`src/rtl/window_spill_fill_ctrl_if.sv`:
```
// Bus bundle between the register-window manager and its CU, register file and memory port.
// master = window manager side, slave = environment side.
interface window_spill_fill_ctrl_if;
    logic        save;
    logic        restore;
    logic [31:0] spill_base;
    logic [31:0] fill_base;
    logic [1:0]  cwp;
    logic [3:0]  wim;
    logic        busy;
    logic        done;
    logic        req_err;
    logic [1:0]  rf_window;
    logic [4:0]  rf_rnum;
    logic        rf_en;
    logic        rf_rw;
    logic [31:0] rf_wdata;
    logic [31:0] rf_rdata;
    logic        mem_req;
    logic        mem_we;
    logic [31:0] mem_addr;
    logic [31:0] mem_wdata;
    logic [31:0] mem_rdata;
    logic        mem_ack;

    modport master (
        input  save, restore, spill_base, fill_base, rf_rdata, mem_rdata, mem_ack,
        output cwp, wim, busy, done, req_err, rf_window, rf_rnum, rf_en, rf_rw, rf_wdata,
               mem_req, mem_we, mem_addr, mem_wdata
    );

    modport slave (
        output save, restore, spill_base, fill_base, rf_rdata, mem_rdata, mem_ack,
        input  cwp, wim, busy, done, req_err, rf_window, rf_rnum, rf_en, rf_rw, rf_wdata,
               mem_req, mem_we, mem_addr, mem_wdata
    );
endinterface

```
`src/rtl/window_spill_fill_ctrl.sv`:
```
// Register-window manager: owns CWP/WIM, executes SAVE/RESTORE, spills/fills windows on traps.
// Define AUTO_SPILL_FILL_EN to compile the hardware spill/fill engine; otherwise traps raise req_err.
module window_spill_fill_ctrl #(
    parameter int unsigned     NWIN      = 4,
    parameter logic [NWIN-1:0] RESET_WIM = 4'b0010
) (
    input logic                      Clk,
    input logic                      Clr,
    window_spill_fill_ctrl_if.master bus
);
    localparam int unsigned WW = $clog2(NWIN);

`ifdef AUTO_SPILL_FILL_EN
    localparam int unsigned AW = 32;
    localparam int unsigned KW = 4;
    localparam int unsigned RW = 5;

    typedef enum logic [2:0] {IDLE, SPILL_RD, SPILL_MEM, FILL_MEM, FILL_WR, COMMIT} state_t;
`else
    typedef enum logic [2:0] {IDLE} state_t;
`endif

    state_t          state_q, state_d;
    logic [WW-1:0]   cwp_q, cwp_d;
    logic [NWIN-1:0] wim_q, wim_d;
    logic            done_q, done_d;
    logic            req_err_q, req_err_d;
    logic [WW-1:0]   save_tgt, rest_tgt;

    assign save_tgt = cwp_q - WW'(1);
    assign rest_tgt = cwp_q + WW'(1);

`ifdef AUTO_SPILL_FILL_EN
    logic [KW-1:0] k_q, k_d;
    logic [WW-1:0] win_q, win_d;
    logic [AW-1:0] base_q, base_d;
    logic [AW-1:0] mem_wdata_q, mem_wdata_d;
    logic [AW-1:0] rf_wdata_q, rf_wdata_d;
    logic [AW-1:0] mem_addr_q, mem_addr_d;
    logic [WW-1:0] rf_window_q, rf_window_d;
    logic [RW-1:0] rf_rnum_q, rf_rnum_d;
    logic          busy_q, busy_d;
    logic          rf_en_q, rf_en_d;
    logic          rf_rw_q, rf_rw_d;
    logic          mem_req_q, mem_req_d;
    logic          mem_we_q, mem_we_d;
`endif

    // State and output registers
    always_ff @(posedge Clk) begin
        if (Clr) begin
            state_q     <= IDLE;
            cwp_q       <= '0;
            wim_q       <= RESET_WIM;
            done_q      <= 1'b0;
            req_err_q   <= 1'b0;
`ifdef AUTO_SPILL_FILL_EN
            k_q         <= '0;
            win_q       <= '0;
            base_q      <= '0;
            mem_wdata_q <= '0;
            rf_wdata_q  <= '0;
            mem_addr_q  <= '0;
            rf_window_q <= '0;
            rf_rnum_q   <= '0;
            busy_q      <= 1'b0;
            rf_en_q     <= 1'b0;
            rf_rw_q     <= 1'b0;
            mem_req_q   <= 1'b0;
            mem_we_q    <= 1'b0;
`endif
        end else begin
            state_q     <= state_d;
            cwp_q       <= cwp_d;
            wim_q       <= wim_d;
            done_q      <= done_d;
            req_err_q   <= req_err_d;
`ifdef AUTO_SPILL_FILL_EN
            k_q         <= k_d;
            win_q       <= win_d;
            base_q      <= base_d;
            mem_wdata_q <= mem_wdata_d;
            rf_wdata_q  <= rf_wdata_d;
            mem_addr_q  <= mem_addr_d;
            rf_window_q <= rf_window_d;
            rf_rnum_q   <= rf_rnum_d;
            busy_q      <= busy_d;
            rf_en_q     <= rf_en_d;
            rf_rw_q     <= rf_rw_d;
            mem_req_q   <= mem_req_d;
            mem_we_q    <= mem_we_d;
`endif
        end
    end

    // Next state; outputs are decoded from the next state so they appear registered
    always_comb begin
        state_d   = state_q;
        cwp_d     = cwp_q;
        wim_d     = wim_q;
        done_d    = 1'b0;
        req_err_d = 1'b0;
`ifdef AUTO_SPILL_FILL_EN
        k_d         = k_q;
        win_d       = win_q;
        base_d      = base_q;
        mem_wdata_d = mem_wdata_q;
        rf_wdata_d  = rf_wdata_q;
`endif
        case (state_q)
            IDLE: begin
                if (bus.save && bus.restore) begin
                    req_err_d = 1'b1;
                end else if (bus.save) begin
                    if (!wim_q[save_tgt]) begin
                        cwp_d  = save_tgt;
                        done_d = 1'b1;
                    end else begin
`ifdef AUTO_SPILL_FILL_EN
                        state_d = SPILL_RD;
                        k_d     = '0;
                        win_d   = cwp_q - WW'(2);
                        base_d  = bus.spill_base;
`else
                        req_err_d = 1'b1;
`endif
                    end
                end else if (bus.restore) begin
                    if (!wim_q[rest_tgt]) begin
                        cwp_d  = rest_tgt;
                        done_d = 1'b1;
                    end else begin
`ifdef AUTO_SPILL_FILL_EN
                        state_d = FILL_MEM;
                        k_d     = '0;
                        win_d   = rest_tgt;
                        base_d  = bus.fill_base;
`else
                        req_err_d = 1'b1;
`endif
                    end
                end
            end
`ifdef AUTO_SPILL_FILL_EN
            SPILL_RD: begin
                mem_wdata_d = bus.rf_rdata;
                state_d     = SPILL_MEM;
            end
            SPILL_MEM: begin
                if (bus.mem_ack) begin
                    if (k_q == '1) begin
                        state_d = COMMIT;
                        cwp_d   = save_tgt;
                        wim_d   = NWIN'(1) << win_q;
                        done_d  = 1'b1;
                    end else begin
                        k_d     = k_q + KW'(1);
                        state_d = SPILL_RD;
                    end
                end
            end
            FILL_MEM: begin
                if (bus.mem_ack) begin
                    rf_wdata_d = bus.mem_rdata;
                    state_d    = FILL_WR;
                end
            end
            FILL_WR: begin
                if (k_q == '1) begin
                    state_d = COMMIT;
                    cwp_d   = win_q;
                    wim_d   = NWIN'(1) << (win_q + WW'(1));
                    done_d  = 1'b1;
                end else begin
                    k_d     = k_q + KW'(1);
                    state_d = FILL_MEM;
                end
            end
            COMMIT: state_d = IDLE;
`endif
            default: state_d = IDLE;
        endcase

`ifdef AUTO_SPILL_FILL_EN
        busy_d      = (state_d != IDLE);
        rf_en_d     = (state_d == SPILL_RD) || (state_d == FILL_WR);
        rf_rw_d     = (state_d == FILL_WR);
        rf_window_d = rf_en_d ? win_d : cwp_d;
        rf_rnum_d   = rf_en_d ? {1'b1, k_d} : '0;
        mem_req_d   = (state_d == SPILL_MEM) || (state_d == FILL_MEM);
        mem_we_d    = (state_d == SPILL_MEM);
        mem_addr_d  = mem_req_d ? base_d + {{(AW-KW-2){1'b0}}, k_d, 2'b00} : '0;
`endif
    end

    assign bus.cwp     = cwp_q;
    assign bus.wim     = wim_q;
    assign bus.done    = done_q;
    assign bus.req_err = req_err_q;

`ifdef AUTO_SPILL_FILL_EN
    assign bus.busy      = busy_q;
    assign bus.rf_window = rf_window_q;
    assign bus.rf_rnum   = rf_rnum_q;
    assign bus.rf_en     = rf_en_q;
    assign bus.rf_rw     = rf_rw_q;
    assign bus.rf_wdata  = rf_wdata_q;
    assign bus.mem_req   = mem_req_q;
    assign bus.mem_we    = mem_we_q;
    assign bus.mem_addr  = mem_addr_q;
    assign bus.mem_wdata = mem_wdata_q;
`else
    // Trap-only build: register file follows CWP, memory port stays quiet
    assign bus.busy      = 1'b0;
    assign bus.rf_window = cwp_q;
    assign bus.rf_rnum   = '0;
    assign bus.rf_en     = 1'b0;
    assign bus.rf_rw     = 1'b0;
    assign bus.rf_wdata  = '0;
    assign bus.mem_req   = 1'b0;
    assign bus.mem_we    = 1'b0;
    assign bus.mem_addr  = '0;
    assign bus.mem_wdata = '0;

    logic unused_inputs;
    assign unused_inputs = ^{bus.spill_base, bus.fill_base, bus.rf_rdata, bus.mem_rdata, bus.mem_ack};
`endif
endmodule

```
`src/flat_wrapper.sv`:
```
// flat-port wrapper written by rule: the top's interface ports become plain ports
module window_spill_fill_ctrl_flat 
#(
    parameter int unsigned     NWIN      = 4,
    parameter logic [NWIN-1:0] RESET_WIM = 4'b0010
)
  (Clk, Clr, bus_save, bus_restore, bus_spill_base, bus_fill_base, bus_rf_rdata, bus_mem_rdata, bus_mem_ack, bus_cwp, bus_wim, bus_busy, bus_done, bus_req_err, bus_rf_window, bus_rf_rnum, bus_rf_en, bus_rf_rw, bus_rf_wdata, bus_mem_req, bus_mem_we, bus_mem_addr, bus_mem_wdata);
  window_spill_fill_ctrl_if bus_i ();
  input logic Clk;
  input logic Clr;
  input wire logic [$bits(bus_i.save)-1:0] bus_save;
  input wire logic [$bits(bus_i.restore)-1:0] bus_restore;
  input wire logic [$bits(bus_i.spill_base)-1:0] bus_spill_base;
  input wire logic [$bits(bus_i.fill_base)-1:0] bus_fill_base;
  input wire logic [$bits(bus_i.rf_rdata)-1:0] bus_rf_rdata;
  input wire logic [$bits(bus_i.mem_rdata)-1:0] bus_mem_rdata;
  input wire logic [$bits(bus_i.mem_ack)-1:0] bus_mem_ack;
  output wire logic [$bits(bus_i.cwp)-1:0] bus_cwp;
  output wire logic [$bits(bus_i.wim)-1:0] bus_wim;
  output wire logic [$bits(bus_i.busy)-1:0] bus_busy;
  output wire logic [$bits(bus_i.done)-1:0] bus_done;
  output wire logic [$bits(bus_i.req_err)-1:0] bus_req_err;
  output wire logic [$bits(bus_i.rf_window)-1:0] bus_rf_window;
  output wire logic [$bits(bus_i.rf_rnum)-1:0] bus_rf_rnum;
  output wire logic [$bits(bus_i.rf_en)-1:0] bus_rf_en;
  output wire logic [$bits(bus_i.rf_rw)-1:0] bus_rf_rw;
  output wire logic [$bits(bus_i.rf_wdata)-1:0] bus_rf_wdata;
  output wire logic [$bits(bus_i.mem_req)-1:0] bus_mem_req;
  output wire logic [$bits(bus_i.mem_we)-1:0] bus_mem_we;
  output wire logic [$bits(bus_i.mem_addr)-1:0] bus_mem_addr;
  output wire logic [$bits(bus_i.mem_wdata)-1:0] bus_mem_wdata;
  assign bus_i.save = bus_save;
  assign bus_i.restore = bus_restore;
  assign bus_i.spill_base = bus_spill_base;
  assign bus_i.fill_base = bus_fill_base;
  assign bus_i.rf_rdata = bus_rf_rdata;
  assign bus_i.mem_rdata = bus_mem_rdata;
  assign bus_i.mem_ack = bus_mem_ack;
  assign bus_cwp = bus_i.cwp;
  assign bus_wim = bus_i.wim;
  assign bus_busy = bus_i.busy;
  assign bus_done = bus_i.done;
  assign bus_req_err = bus_i.req_err;
  assign bus_rf_window = bus_i.rf_window;
  assign bus_rf_rnum = bus_i.rf_rnum;
  assign bus_rf_en = bus_i.rf_en;
  assign bus_rf_rw = bus_i.rf_rw;
  assign bus_rf_wdata = bus_i.rf_wdata;
  assign bus_mem_req = bus_i.mem_req;
  assign bus_mem_we = bus_i.mem_we;
  assign bus_mem_addr = bus_i.mem_addr;
  assign bus_mem_wdata = bus_i.mem_wdata;
  window_spill_fill_ctrl #(.NWIN(NWIN), .RESET_WIM(RESET_WIM)) u_core (.Clk(Clk), .Clr(Clr), .bus(bus_i));
endmodule
```
`config.mk`:
```
export PLATFORM = sky130hd
export DESIGN_NAME = window_spill_fill_ctrl_flat
export DESIGN_NICKNAME = d
export VERILOG_FILES = /design/src/rtl/window_spill_fill_ctrl_if.sv /design/src/rtl/window_spill_fill_ctrl.sv /design/src/flat_wrapper.sv
export SDC_FILE = /design/constraint.sdc
export NUM_CORES = 1
export LEC_CHECK = 0
export CAP_MARGIN = 25
export CORE_AREA = 2 2 98 100
export CTS_CLUSTER_DIAMETER = 50
export DETAILED_ROUTE_END_ITERATION = 6
export DIE_AREA = 0 0 100 102
export SYNTH_ARGS = -nofsm -noshare
export SYNTH_HDL_FRONTEND = slang
export SYNTH_SLANG_ARGS = --single-unit
```
`constraint.sdc`:
```
create_clock -name Clk -period 1.64 [get_ports Clk]
set_clock_uncertainty 0.2 [all_clocks]
set_input_delay 0.164 -clock Clk [delete_from_list [all_inputs] [get_ports Clk]]
set_output_delay 0.164 -clock Clk [all_outputs]
set_load 0.02 [all_outputs]
```
Word-level counts from Yosys, hierarchy flattened --
Index checks and enable logic that the tools add are counted. Widths: inputs -> output; s select.
Storage, ports and cells: bits in registers 4, output and inout bits 116, word-level logic and storage cells 31
Cells by class: add/sub/neg operators 2, magnitude comparators 2, equality and inequality tests 2, mux-type cells 17, bitwise gates (word level) 1, reductions and logical operators 4
Operators with widths (count):
- $mux 1 | 11
- $mux 2 | 4
- $lt 2x3->1 const B | 2
- $bmux 1 s2 | 2
- $ne 2x2->1 const B | 2
- $reduce_and 4->1 | 1
- $add 2x1->2 const B | 1
- $reduce_bool 2->1 | 1
- $reduce_or 2->1 | 1
- $sub 2x1->2 const B | 1
- $logic_and 1x1->1 | 1
- $not 1->1 | 1

Depth between registers and ports, before layout --
Gate-level depths: netlist of the first run.
word-level depth 7, gate-level depth with buffers 5

Worst setup path before layout of the first run --
OpenSTA, ideal clock, no wires.
path type register to register, from reg u_core.cwp_q[0], in the netlist u_core.bus.cwp[0], to reg u_core.cwp_q[1], in the netlist u_core.bus.cwp[1], library setup time 0.103 ns, data arrival time 1.347 ns, required time 1.337 ns, path slack -0.010 ns, cell stages (with the launch flop) 6, buffers on the path 0, period minus slack after synthesis 1.650 ns, cell sequence dfxtp_1 > inv_1 > ha_1 > nor2_2 > a22oi_2 > a2111oi_2
Between the ends: longest elaborated chain between the ends 5, elaborated cells between the ends (all ways) 13, classes of those cells 2 x add/sub; 2 x eq/ne; 8 x mux; 1 x reduce/logical
RTL lines:
- start, declared | RTL line window_spill_fill_ctrl.sv:24 | logic [WW-1:0] cwp_q, cwp_d;
- start signal, assigned | RTL line window_spill_fill_ctrl.sv:74 | cwp_q <= cwp_d;
- $sub 2x1->2 / $add 2x1->2 (equally long branches) | RTL line window_spill_fill_ctrl.sv:30, window_spill_fill_ctrl.sv:31
- $bmux 1 s2, on equally long branches | RTL line window_spill_fill_ctrl.sv:115, window_spill_fill_ctrl.sv:129
- $mux 1, on equally long branches | RTL line window_spill_fill_ctrl.sv:115, window_spill_fill_ctrl.sv:129
- $ne 2x2->1 (no line)
- $reduce_and 4->1 (no line)
Parallel ways exist; a longest one is shown, timed or not. The select of a mux whose other input is x is not followed. A chain may end at the register's enable or synchronous reset.

Final worst setup path of the first run --
from reg u_core.cwp_q[0], in the netlist u_core.bus.cwp[0], to reg u_core.cwp_q[0], in the netlist u_core.bus.cwp[0]
Same word-level chain as after synthesis.

==> impl_metrics.env, run 1 <==
export IMPL_placedCellCount=254
export IMPL_grt_pass1_wl_um=945
export IMPL_clk_latency_ns=0.21
export IMPL_power_switching_share_pct=50.6
export IMPL_io_buffers=9
export IMPL_wl_per_cell_um=3.79
export IMPL_endpoint="u_core.bus.cwp[0]"
export IMPL_drc=0
export IMPL_synthTopCellsByArea="buf_4 80%, dfxtp_1 7.6%, ha_1 2.4%"
export IMPL_place_area_um2=872
export IMPL_drive_gt1_share_pct=9.52
export IMPL_cap_violations=0
export IMPL_hold_viol=0
export IMPL_whs_ns=0.327
export IMPL_drtIter0Drc=13
export IMPL_drt_met1_wl_um=257
export IMPL_combPwrFrac_pct=52.8
export IMPL_gp_congestion=0.712
export IMPL_r2r_end="u_core.bus.cwp[0]"
export IMPL_final_cell_area_um2=921
export IMPL_r2r_slack_ns=0.08
export IMPL_finalSetupViolCount=0
export IMPL_power_frac_seq_pct=17.3
export IMPL_firstDrtPassIters=2
export IMPL_cp_max_fo=4
export IMPL_htreeDepth=1
export IMPL_root_buffer="clkbuf_8"
export IMPL_num_vias=502
export IMPL_tritoncts="done"
export IMPL_antenna_found_initial=0
export IMPL_dp_slack_ns=-0.00246
export IMPL_cp_end_kind="register"
export IMPL_final_fill_count=1051
export IMPL_core_area_um2=9110
export IMPL_start_util_pct=11.6
export IMPL_die_w_um=100
export IMPL_track_usage_pct=1.29
export IMPL_intPower_mw=0.337
export IMPL_rows=35
export IMPL_powerDensity_nw_per_um2=742
export IMPL_status="finished, final reports clean"
export IMPL_fin_tns_setup_ns=0
export IMPL_routed_wl_um=978
export IMPL_postLayoutCoreUtil_pct=10.1
export IMPL_finalPower_mw=0.683
export IMPL_ys_seq_elements=4
export IMPL_cts_hold_buf=0
export IMPL_yosysSeqAreaShare_pct=7.59
export IMPL_hold_path_class="register to register"
export IMPL_required_ns=1.54
export IMPL_crit_path_start="u_core.bus.cwp[0]"
export IMPL_min_period_ns=1.56
export IMPL_syn_inst=135
export IMPL_ys_types=15
export IMPL_final_antenna_net_count=0
export IMPL_numCtsBuffers=3
export IMPL_synth_avg_cell_area_um2=7.81
export IMPL_yosysTopAreaCell="buf_4"
export IMPL_io_pins=249
export IMPL_criticalPathCategory="register to register"
export IMPL_detailroute_wirelength_met3_um=261
export IMPL_clock_sinks=4
export IMPL_final_cells=258
export IMPL_die_area_um2=10200
export IMPL_die_h_um=102
export IMPL_highest_layer="met4"
export IMPL_diodes=0
export IMPL_p_sw_mw=0.346
export IMPL_syn_area_um2=1050
export IMPL_nNetsFinal=284
export IMPL_setup_slack_ns=0.0816
export IMPL_yosysWarnings=0
export IMPL_grt_max_degree=6
export IMPL_rr_startpoint="u_core.bus.cwp[0]"
export IMPL_fmax_mhz=642
export IMPL_dp_hpwl_um=851
export IMPL_cts_buffer_depth=2
export IMPL_vdd_ir_drop_worst_v=0.000303
export IMPL_p_leak_nw=0.516
export IMPL_slew_viol_final=0
export IMPL_critPathArrivalTime_ns=1.45
export IMPL_ff2ff_path_depth=5
export IMPL_route_met2_wl_um=447
export IMPL_period_share_pct=95.0
export IMPL_via_per_inst=1.95
export IMPL_area_growth_pct=-12.7
export IMPL_grt_overflow_total=0
export IMPL_setup_worst_path_start_class="register"
export IMPL_grt_pass1_vias=237
export IMPL_clkSlewWorstSetupHoldPaths_ns=0.03
export IMPL_synth_top_cell_area_share_pct=79.7
export IMPL_clkPwrFrac_pct=29.8
layout by cell type (no fill, tap or decap):
| master | instances |
|---|---|
| nand2_1 | 1 |
| nor2_1 | 4 |
| and3_4 | 1 |
| o21ai_0 | 1 |
| nor4b_1 | 1 |
| clkbuf_8 | 3 |
| mux2_2 | 1 |
| dfxtp_2 | 1 |
| a21oi_1 | 1 |
| dlygate4sd2_1 | 2 |
| a2111oi_2 | 1 |
| nor2_2 | 1 |
| a22oi_2 | 1 |
| conb_1 | 110 |
| clkdlybuf4s50_1 | 7 |
| dfxtp_1 | 3 |
| ha_1 | 1 |
| buf_4 | 4 |
| inv_1 | 2 |
| ha_2 | 1 |
power by group through the flow:
stage | Sequential, mW | Clock, mW | Combinational (mW)
after global placement | 0.120 | 0 | 0.356
after floorplan | 0.134 | 0 | 0.488
final | 0.118 | 0.204 | 0.361
after global routing | 0.120 | 0.217 | 0.391
after CTS | 0.119 | 0.210 | 0.351
after detailed placement | 0.120 | 0 | 0.356
flip-flops by register name, summed over array words and instances, names as in the netlist:
name and flops:
u_core.bus.cwp 2, u_core.bus.done 1, u_core.bus.req_err 1
cell type report:
class                   instances  area (µm²)  area share, %
multi-input cells             125         534           58.0
inverters                       2        7.51          0.815
repair buffers                 13         118           12.8
well taps                     111         139           15.1
flip-flops and latches          4        81.3           8.83
clock buffers                   3        41.3           4.48
worst min path at each step:
| stage | from | to | cells after the start |
|---|---|---|---|
| 2_1_floorplan | Clr | u_core.bus.cwp[1] | 1 |
| 3_3_place_gp | u_core.bus.cwp[1] | u_core.bus.cwp[1] | 2 |
| 3_5_place_dp | u_core.bus.cwp[1] | u_core.bus.cwp[1] | 2 |
| 4_1_cts | u_core.bus.cwp[1] | u_core.bus.cwp[1] | 2 |
| 5_1_grt | u_core.bus.cwp[1] | u_core.bus.cwp[1] | 2 |
| 6_report | u_core.bus.cwp[1] | u_core.bus.cwp[1] | 2 |
critical path, stage by stage (launching register included):
cell and delay (ns):
dfxtp_2 0.32, inv_1 0.10, ha_2 0.19, nor2_2 0.05, a22oi_2 0.23, mux2_2 0.36
synth_stat cells:
cell	count
inv_1	2
nand2_1	1
nor2_1	4
a2111oi_2	1
conb_1	2
a22oi_2	1
a21oi_1	1
nor4b_1	1
mux2_2	1
o21ai_0	1
buf_4	112
and3_4	1
dfxtp_1	4
nor2_2	1
ha_1	2
timing repair:
| action | 4_1_cts | 5_1_grt |
|---|---|---|
| gates resized for setup | 2 | 1 |
| buffers inserted | 0 | 1 |
| gates cloned | 0 | 0 |
| pin swaps | 0 | 3 |
| setup endpoints to repair | 2 | 2 |
cell families (layout without fill, tap and decap cells):
group / after synthesis / count (layout) / synth area share [%]
buffers and inverters: 114 / 18 / 80.4
muxes: 1 / 1 / 1.07
adders and majority gates: 2 / 2 / 2.37
other: 2 / 110 / 0.712
AOI/OAI and AO/OA: 4 / 4 / 3.56
and+or+nand+nor: 8 / 8 / 4.27
DFF: 4 / 4 / 7.59
per-layer routing:
layer	vias up	global-route usage, %
li1	215	-
met1	206	0.902
met2	79	2.13
met3	2	1.23
met4	0	0.948
met5	-	0
No activity file was read; power rests on OpenSTA's default activity.
==> run 2, diff against run 1 <==
Settings changed: GPL_ROUTABILITY_DRIVEN from default to 0.
==> results of run 2 <==
The final DEF is identical to that of run 1; final timing and power are the same.
